File: config.mk
export PLATFORM = sky130hd
export DESIGN_NAME = mem_bridge
export DESIGN_NICKNAME = d
export VERILOG_FILES = /design/src/rtl/mem_bridge.sv
export SDC_FILE = /design/constraint.sdc
export NUM_CORES = 1
export LEC_CHECK = 0
export BUFFER_PORTS_ARGS = -buffer_cell sky130_fd_sc_hd__buf_2
export CORE_UTILIZATION = 40
export DETAILED_ROUTE_END_ITERATION = 10
export PLACE_DENSITY = 0.76
export REMOVE_ABC_BUFFERS = 1
export SYNTH_ARGS = -nofsm -noshare
export SYNTH_HDL_FRONTEND = slang
export SYNTH_SLANG_ARGS = --single-unit
File: constraint.sdc
create_clock -name clk -period 2.6 [get_ports clk]
set_clock_uncertainty 0.15 [all_clocks]
set_input_delay 0.13 -clock clk [delete_from_list [all_inputs] [get_ports clk]]
set_output_delay 0.13 -clock clk [all_outputs]
set_load 0.1 [all_outputs]
File: src/rtl/mem_bridge.sv
// Bridge between the CPU memory controller port, a write-only loader port and a
// single-port synchronous SRAM. Reads take priority over controller writes, which beat the loader.
module mem_bridge #(
  parameter int ADDR_W = 15,
  parameter int DATA_W = 32,
  parameter int RD_LAT = 1
) (
  input  logic              clk,
  input  logic              rst,
  // controller port
  input  logic [ADDR_W-1:0] addr,
  input  logic [DATA_W-1:0] fromCPU,
  input  logic              wRAM,
  input  logic              readstart,
  output logic [DATA_W-1:0] toCPU,
  output logic              readrdy,
  output logic              saverdy,
  // loader port
  input  logic              ld_valid,
  input  logic [ADDR_W-1:0] ld_addr,
  input  logic [DATA_W-1:0] ld_data,
  output logic              ld_ready,
  // SRAM port
  output logic [ADDR_W-1:0] mem_addr,
  output logic [DATA_W-1:0] mem_wdata,
  output logic              mem_we,
  output logic              mem_re,
  input  logic [DATA_W-1:0] mem_rdata
);

  typedef enum logic [2:0] {
    IDLE,
    RD_ISSUE,
    RD_WAIT,
    RD_DONE,
    WR,
    LD_WR,
    LD_ACK
  } state_t;

  // Counter only needs to reach RD_LAT-1, and RD_LAT never exceeds 4.
  localparam logic [1:0] LAST_CNT = 2'(RD_LAT - 1);

  state_t     state;
  logic [1:0] lat_cnt;

  // Combinational so the controller can leave its save state in the capture cycle.
  assign saverdy = (state == IDLE) && !readstart;

  // NOTE: all state and registered outputs use non-blocking assignments so every
  // register samples the pre-edge values; the async reset also drops the SRAM
  // strobes immediately, mid-access.
  always_ff @(posedge clk or posedge rst) begin
    if (rst) begin
      state     <= IDLE;
      lat_cnt   <= '0;
      toCPU     <= '0;
      readrdy   <= 1'b0;
      ld_ready  <= 1'b0;
      mem_addr  <= '0;
      mem_wdata <= '0;
      mem_we    <= 1'b0;
      mem_re    <= 1'b0;
    end else begin
      case (state)
        IDLE: begin
          if (readstart) begin
            mem_addr <= addr;
            mem_re   <= 1'b1;
            state    <= RD_ISSUE;
          end else if (wRAM) begin
            mem_addr  <= addr;
            mem_wdata <= fromCPU;
            mem_we    <= 1'b1;
            state     <= WR;
          end else if (ld_valid) begin
            mem_addr  <= ld_addr;
            mem_wdata <= ld_data;
            mem_we    <= 1'b1;
            state     <= LD_WR;
          end
        end

        // The read strobe was raised on entry; this is its single active cycle.
        RD_ISSUE: begin
          mem_re  <= 1'b0;
          lat_cnt <= '0;
          state   <= RD_WAIT;
        end

        RD_WAIT: begin
          lat_cnt <= lat_cnt + 2'd1;
          if (lat_cnt == LAST_CNT) begin
            toCPU   <= mem_rdata;
            readrdy <= 1'b1;
            state   <= RD_DONE;
          end
        end

        RD_DONE: begin
          readrdy <= 1'b0;
          state   <= IDLE;
        end

        WR: begin
          mem_we <= 1'b0;
          state  <= IDLE;
        end

        LD_WR: begin
          mem_we   <= 1'b0;
          ld_ready <= 1'b1;
          state    <= LD_ACK;
        end

        LD_ACK: begin
          ld_ready <= 1'b0;
          state    <= IDLE;
        end

        default: begin
          mem_we   <= 1'b0;
          mem_re   <= 1'b0;
          readrdy  <= 1'b0;
          ld_ready <= 1'b0;
          state    <= IDLE;
        end
      endcase
    end
  end

endmodule

==> summary.md <==
| Metric | Value |
|---|---|
| Status | completed |
| Synth Flop Type | dfrtp_1 |
| Slew @ Worst Pin | about 0.67 ns |
| CTS H-tree depth | 3 |
| Core box area | 9420 um^2 |
| Io pins | between 200 and 250 |
| CTS clk-pin slew, worst paths | 0.08 ns |
| Tmin final | 2.14 ns |
| Max Fclk | roughly 0.47 GHz |
| First-pass DRT Iterations | 4 |
| Num CTS Buffers | 9 |
| Met3 GRT Util | 4.97% |
| Initial Utilization | 42.0% |
| Slew Limit Fails | 0 |
| Syn Area/Cell | ~15 um^2 |
| Pre-CTS setup slack | about 0.54 ns |
| Max Buffers Root-to-Sink | 2 |
| # resized after CTS | 0 |
| HP Start | ld_addr[11] |
| Placement Rows | 35 |
| Critical path depth | 3 |
| Initial antenna violation count | 0 |
| Gpl congestion | approximately 0.8 |
| Ant diodes | 0 |
| Post-synthesis sequential area ratio | between 50% and 60% |
| # setup viols final | 0 |
| Synth Instances | 270 |
| Crit Path Max Fanout | 13 |
| Synth top area cells | dfrtp_1 56%, mux2_2 36%, buf_6 0.85%, buf_2 0.63%, o21ai_0 0.63% |
| Vias | 3465 |
| GRT Overall Usage | between 20 and 25% |
| Post-Syn Area | a little under 4000 um^2 |
| FF+latch count, synth | between 80 and 90 |
| Share of cells above drive strength 1 | around three fifths |
| Final Hold Fails | 0 |
| CP delay by family, top | simple AND/OR/NAND/NOR gates |
| Clock Sinks | 88 |
| Worst Slack Setup Final | between 0.4 and 0.5 ns |
| Footprint of the multi-input gates | 1650 um^2 |
| Die Y | 101 um |
| Final antenna-violating net count | 0 |
| Warnings, synthesis | 0 |
| Hold Crit Depth | 3 |
| DRC viols | 0 |
| Die extent in x | 101 um |
| WP buf/inv | 1 |
| Unrepaired setup endpoints after global routing | no |
| M2 GR Usage | 42.5% |
| Slowest cell on crit path | dfrtp_1 |
| Gr busiest metal | met2 |
| Most common cell in the netlist | mux2_2 |
| Final #Nets | 729 |
| Initial DRC Count | 78 |
| WS Path Type | register to primary output |
| Hold Path Sink | mem_addr[11] |
| Flop2flop setup slack | 0.52 ns |
| Post-DP HPWL | a little under 7000 um |
| Layout area overhead | 65.1% |
| Drt wl/cell | 15.1 um |
| DR vias/cell | around 4.7 |
| Tightest Hold Check Type | primary input to register |
| CTS tree | yes |
| Worst skew pair latency | around 0.34 ns |
| Max Cap Violations | 0 |
| Slew margin rel. | 55.3% |
| Wirelength, routed | 11100 um |
| CP required | 2.32 ns |
| R2R depth | 4 |
| Number of global-route vias before repair | 3758 |
| Unique cell type count in the Yosys netlist | 25 |
| Startpoint types | register |
| Reg2reg start | state[0] |
| First-pass GRT wire length | approximately 18000 um |
| Ys async rst share | 100% |
| Register area | 2200 um^2 |
| Met1 usage | 23.7% |
| RR Endpoint | mem_wdata[18] |
| Die ar. | 10300 um^2 |
| Largest net degree at the start of global routing | 51 |
| Grt ovf | 0 |
| Arrival time worst endpoint | 1.86 ns |
| CP endpoint kind | primary output |
| Fillers | 640 |
| CP Cell Sequence | or3_4 -> nor2_1 -> buf_2 |
| Top cells by count, synth | 127 x mux2_2, 88 x dfrtp_1, 6 x clkbuf_1, 6 x inv_1 |
| Period utilization | 82.3% |
| CP max stage delay | around 0.52 ns |
| CTS root buffer | clkbuf_8 |
| Port Buf Inserts | 214 |
| Number of enable flip-flop cells after synthesis | 0 |
| Share of Yosys cell area claimed by the top area cell type | 55.6% |
| Dominant cell type by area after synthesis | dfrtp_1 |
[cell families after synthesis]
kind of cell | synth area share [%]
fa+ha+maj | 0.316
buf+inv | 2.81
compound gates | 2.24
xor+xnor | 0.221
flops | 55.6
mux | 36.4
simple gates | 2.37
[flip-flops by register name (all words and copies together), names as in the netlist]
register	flops
mem_wdata	32
toCPU	32
mem_addr	15
state	3
lat_cnt	2
ld_ready	1
mem_re	1
mem_we	1
readrdy	1
[stage by stage]
stage | cell area (um^2) | hold WS [ns] | util, % | std cells | setup TNS, ns
2_1_floorplan | 3870 | 0.132 | - | 255 | -31.28
6_report | 6530 | 0.0118 | 69.4 | 731 | 0
3_3_place_gp | 5190 | 0.0888 | 55.1 | 604 | 0
5_1_grt | 6530 | 0.00171 | 69.4 | 731 | 0
4_1_cts | 6490 | 0.0000642 | 69.0 | 727 | 0
3_5_place_dp | 5190 | 0.105 | 55.1 | 604 | 0
[layout make-up]
| cell class | count | area share, % |
|---|---|---|
| Clock buffer | 12 | 2.38 |
| Sequential cell | 88 | 33.7 |
| Multi-Input combinational cell | 161 | 25.2 |
| Timing Repair Buffer | 331 | 34.7 |
| Clock inverter | 4 | 1.17 |
| Inverter | 6 | 0.364 |
| Tap cell | 129 | 2.47 |
[per-layer routing]
metal,share of wire (%),up-vias,routed length (um)
met5,0,-,0
met4,2.9,0,317
met3,5.3,33,588
met2,54,144,6000
met1,38,1673,4170
li1,-,1615,-
[worst max-delay path by stage]
stage / from / to
6_report: state[0] / saverdy
2_1_floorplan: lat_cnt[0] / toCPU[0]
3_5_place_dp: state[0] / mem_wdata[11]
5_1_grt: state[0] / saverdy
4_1_cts: state[0] / saverdy
3_3_place_gp: state[0] / mem_wdata[18]
[cell usage in the layout (no fill, tap or decap), types with 2 or more instances in the layout]
cell type	n
bufinv_16	2
buf_2	214
buf_12	3
dfrtp_1	88
o21ai_0	5
nand2_1	5
clkbuf_8	11
a21o_1	2
buf_4	3
inv_1	5
a21oi_1	4
nor2_1	3
mux2_2	127
dlygate4sd3_1	111
a31oi_1	2
[tightest hold or removal path: cells and delay by family]
kind,cells,cell delay (ns)
muxes,2,0.27
buffers and inverters,1,0.07
[what timing repair did]
action / 4_1_cts / 5_1_grt
hold buffers: 107 / 4
hold endpoints to repair: 110 / 3
buffers inserted: 0 / 0
Power is left out: the tool's default activity adds up to more than one toggle a clock period on the data nets, which glitch-free logic cannot reach.
